**config.mk**
```make
export PLATFORM = sky130hd
export DESIGN_NAME = csram_controller
export DESIGN_NICKNAME = d
export VERILOG_FILES = /design/src/rtl/csram_controller.sv
export SDC_FILE = /design/constraint.sdc
export NUM_CORES = 1
export LEC_CHECK = 0
export BUFFER_PORTS_ARGS = -buffer_cell sky130_fd_sc_hd__buf_4
export CAP_MARGIN = 20
export CORE_AREA = 2 2 589 591
export DETAILED_ROUTE_END_ITERATION = 8
export DIE_AREA = 0 0 591 593
export SLEW_MARGIN = 20
export SYNTH_ARGS = -nofsm -noshare
export SYNTH_HDL_FRONTEND = slang
export SYNTH_SLANG_ARGS = --single-unit
```
**constraint.sdc**
```tcl
create_clock -name clk -period 2.6 [get_ports clk]
set_clock_uncertainty 0.1 [all_clocks]
set_input_delay 0.52 -clock clk [delete_from_list [all_inputs] [get_ports clk]]
set_output_delay 0.52 -clock clk [all_outputs]
set_load 0.01 [all_outputs]
```
**src/rtl/csram_controller.sv**
```systemverilog
// rtl/csram_controller.sv - CSRAM port sequencer for one neuron core
// Arbitrates row loads against the tick-driven read/update/write-back sweep.
module csram_controller #(
  parameter int NUM_NEURONS = 256,
  parameter int WIDTH       = 368,
  parameter int POT_INDEX   = 103,
  parameter int POT_WIDTH   = 9
) (
  input  logic                           clk,
  input  logic                           rst,
  input  logic                           tick,
  input  logic                           load_valid,
  output logic                           load_ready,
  input  logic [$clog2(NUM_NEURONS)-1:0] load_addr,
  input  logic [WIDTH-1:0]               load_data,
  output logic                           csram_en,
  output logic                           csram_we,
  output logic [$clog2(NUM_NEURONS)-1:0] csram_addr,
  output logic [WIDTH-1:0]               csram_di,
  input  logic [WIDTH-1:0]               csram_dout,
  output logic                           neuron_valid,
  output logic [$clog2(NUM_NEURONS)-1:0] neuron_addr,
  output logic [WIDTH-1:0]               neuron_data,
  input  logic                           upd_valid,
  input  logic [POT_WIDTH-1:0]           upd_potential,
  output logic                           busy,
  output logic                           done,
  output logic                           overrun
);

  localparam int AW = $clog2(NUM_NEURONS);
  localparam logic [AW-1:0] LAST = AW'(NUM_NEURONS - 1);

  typedef enum logic [2:0] {IDLE, RD, LATCH, PRES, WB, DONE} state_t;

  state_t          state;
  logic [AW-1:0]   counter;
  logic [WIDTH-1:0] row_q;

  always_ff @(posedge clk) begin
    if (rst) begin
      state   <= IDLE;
      counter <= '0;
      row_q   <= '0;
    end else begin
      case (state)
        IDLE: begin
          if (tick) begin
            state   <= RD;
            counter <= '0;
          end
        end
        RD:    state <= LATCH;
        LATCH: begin
          row_q <= csram_dout;
          state <= PRES;
        end
        PRES: begin
          if (upd_valid) begin
            row_q[POT_INDEX +: POT_WIDTH] <= upd_potential;
            state <= WB;
          end
        end
        WB: begin
          if (counter == LAST) begin
            state <= DONE;
          end else begin
            counter <= counter + 1'b1;
            state   <= RD;
          end
        end
        DONE:    state <= IDLE;
        default: state <= IDLE;
      endcase
    end
  end

  // Port decode is gated by rst so the reset cycle can never write the array.
  always_comb begin
    load_ready   = 1'b0;
    csram_en     = 1'b0;
    csram_we     = 1'b0;
    csram_addr   = '0;
    csram_di     = '0;
    neuron_valid = 1'b0;
    if (!rst) begin
      case (state)
        IDLE: begin
          load_ready = ~tick;
          if (load_valid && !tick) begin
            csram_en   = 1'b1;
            csram_we   = 1'b1;
            csram_addr = load_addr;
            csram_di   = load_data;
          end
        end
        RD: begin
          csram_en   = 1'b1;
          csram_addr = counter;
        end
        PRES: neuron_valid = 1'b1;
        WB: begin
          csram_en   = 1'b1;
          csram_we   = 1'b1;
          csram_addr = counter;
          csram_di   = row_q;
        end
        default: ;
      endcase
    end
  end

  assign neuron_addr = counter;
  assign neuron_data = row_q;
  assign busy        = !rst && (state != IDLE);
  assign done        = !rst && (state == DONE);
  assign overrun     = !rst && tick && (state != IDLE);

endmodule

```
==> metrics.yaml <==
clocking:
  cts_max_level: 3
  clockBufferDepth: 4
  cts_tree: "yes"
  cts.clk_slew.worst_paths_ns: 0.05
  clock_latency_ns: 0.74
  cts_sinks: 379
  cts_buffers: 70
  cts_root_buf: "clkbuf_16"
yosys:
  synth_fp_nets: 3337
  avgSynthCellArea_sq_um: 7.14
  yosys_warnings: 0
  synthCells: 2578
  synth_top_area_share_pct: 41.2
  synth_area_leader_cell: "dfxtp_1"
  synth_seq_cells: 379
  synthDistinctLibCells: 43
  synth_area_leaders: "dfxtp_1, a22oi_1, nand2_1"
  syn_area_sq_mm: 0.0184
  yosysSeqAreaShare_pct: 41.2
setup_path:
  timing.rr.end: "neuron_data[103]"
  end_kind: "primary output"
  crit_top_cell: "buf_16"
  slowest_stage: "dfxtp_4"
  cpPeakStageDelay_ns: 0.36
  crit_chain: "nor4_4 -> and2_4 -> buf_16 -> buf_16 -> buf_6 -> buf_8 -> a22oi_1 -> nor2_1 -> buf_4"
  r2r-start: "state[1]"
  critPathKind: "flip-flop to primary output"
  cp.arrival_ns: 2.76
  reg2reg_depth: 7
  worst_ep_required_time_ns: 1.98
  r2r_slack_ns: 0.11
  cp-start-kind: "flip-flop"
  critPathMaxFanout: 8
final_layout:
  multi_input_area_sq_mm: 0.0104
  postLayoutCellArea_sq_mm: 0.0462
  post-route-util_pct: 13.4
  final_common_cell: "buf_4"
  fillers: 39600
  area.sequential_sq_mm: 0.00760
  layout-area-overhead-vs-synth_pct: 151
  most-common-layout-cells: "buf_4, nand2_1, dlygate4sd3_1"
  drive_gt1_share_pct: 46.4
  nNetsFinal: 5356
  final_cells: 9346
die:
  core_sq_mm: 0.345
  num_rows: 216
  die-area_sq_mm: 0.350
  dieHeight_um: 593
  ios: 1517
  die_w_um: 591
  start_util_pct: 5.34
sta:
  period_minus_slack_ns: 3.38
  holdWs_ns: 0.0835
  slew_headroom_pct: 34.3
  finalCritPeriodShare_pct: 130
  fin_ws_ns: -0.779
  rsz0062_at_grt: "true"
  hold_viol_final: 0
  worst_slew_pin_slew_ns: 0.986
  setup_viol: 383
  fmax_mhz: 296
  tns_ns: -242.23
  slew_violations: 0
routing:
  drcViolationCount: 6
  vias: 31400
  detail-route-antenna-nets: 0
  wirelength_mm: 364
  vias_per_cell: 3.36
  dr.pass1.iters: 9
  wl_per_cell_um: 39.0
  drt-initial-drc-count: 3237
placed_design:
  routabilityCongestion: 0.987
  hpwl_mm: 311
  io_buffers: 1516
  dp_cells: 8586
  pre_cts_ws_ns: -0.506
  placed_area_sq_mm: 0.0360
grt:
  antenna_found_initial: 337
  grt_overflow: 0
  grt_first_pass_wirelength_mm: 417
  gr-usage-met2_pct: 28.4
  busiest_layer: "met2"
  use_met3_pct: 14.2
  grt_max_degree: 117
  grtUsageMet1_pct: 21.1
  grt_usage_pct: 19.5
  grt_pass1_vias: 28900
worst_hold_path:
  hold_end: "state[0]"
  hp-start: "upd_valid"
  hp-class: "input pin to flip-flop"
  hold_path_depth: 4
power_and_ir_drop:
  leakagePower_nw: 17.9
  power.density_mw_per_mm2: 505
  ir_drop_uv: 395
  total_power_mw: 23.3
status:
  violations: "design-rule violations, negative setup slack"
  status: "complete, but fails checks"
run:
  max_cap_viol_count: 0
## worst max-delay path: cells and delay by family, from the launching register on
kind	cells	cell delay, ns
simple gates	3	0.77
buf+inv	5	0.75
flops	1	0.36
compound gates	1	0.09
## power breakdown
group | internal [mW] | switching [mW]
Sequential | 6.15 | 0.631
Combinational | 2.72 | 3.71
Clock | 6.18 | 3.91
Total | 15.0 | 8.25
## state kept, by name, indices dropped and copies added (netlist names)
signal,cells
neuron_addr,8
neuron_data,368
state,3
## worst max-delay path by stage
stage	start	end	slack (ns)	depth (start not counted)
CTS	state[0]	csram_di[209]	-0.83	9
detailed placement	tick	csram_di[23]	-0.51	9
floorplan	rst	csram_di[357]	0.28	6
global route	state[0]	csram_di[148]	-0.86	8
global placement	tick	csram_di[23]	-0.50	9
finish	state[0]	csram_di[227]	-0.78	9
## repair_timing
item	in CTS	in global routing
gates cloned	21	23
hold buffers	377	0
setup buffers	66	40
resized for setup	169	284
hold endpoints to repair	368	0
pin swaps	28	132
setup endpoints to repair	385	386
## routing by layer
metal  vias to the layer above  routed length (um)
met2                      2383              150000
met1                     14900              133000
met4                       228               18500
met3                       840               60400
met5                         -                1590
li1                      13100                   -
## final cells by class
| cell class | count | share of cell area (%) |
|---|---|---|
| Clock inverter | 30 | 0.897 |
| Inverter | 4 | 0.0325 |
| Antenna cell | 124 | 0.672 |
| Tap cell | 4578 | 12.4 |
| Clock buffer | 89 | 4.22 |
| Sequential cell | 379 | 16.5 |
| Timing Repair Buffer | 2199 | 42.8 |
| Multi-Input combinational cell | 1943 | 22.5 |
## Yosys cell counts, drive strengths merged
cell type	instances
nand2	734
nor2	398
dfxtp	379
a22oi	378
a21oi	365
buf	143
clkbuf	110
nand3	14
a311oi	9
nor4	6
nor3	5
and3	4
inv	4
or2	3
a211o	2
a21o	2
and2	2
nand4	2
nor2b	2
o31ai	2
a211oi	1
a21boi	1
and3b	1
ha	1
mux2	1
nand2b	1
nor3b	1
nor4b	1
o211ai	1
o21ai	1
o311ai	1
or3	1
or3b	1
xnor2	1
## logic make-up after synthesis
| kind of cell | share of synthesized area, % |
|---|---|
| and+or+nand+nor | 24.6 |
| AOI/OAI and AO/OA | 26.3 |
| DFF | 41.2 |
| buffers and inverters | 7.70 |
| xor gates and xnor gates | 0.0476 |
| muxes | 0.0612 |
| adders and majority gates | 0.0680 |
(Power assumes the default switching activity.)
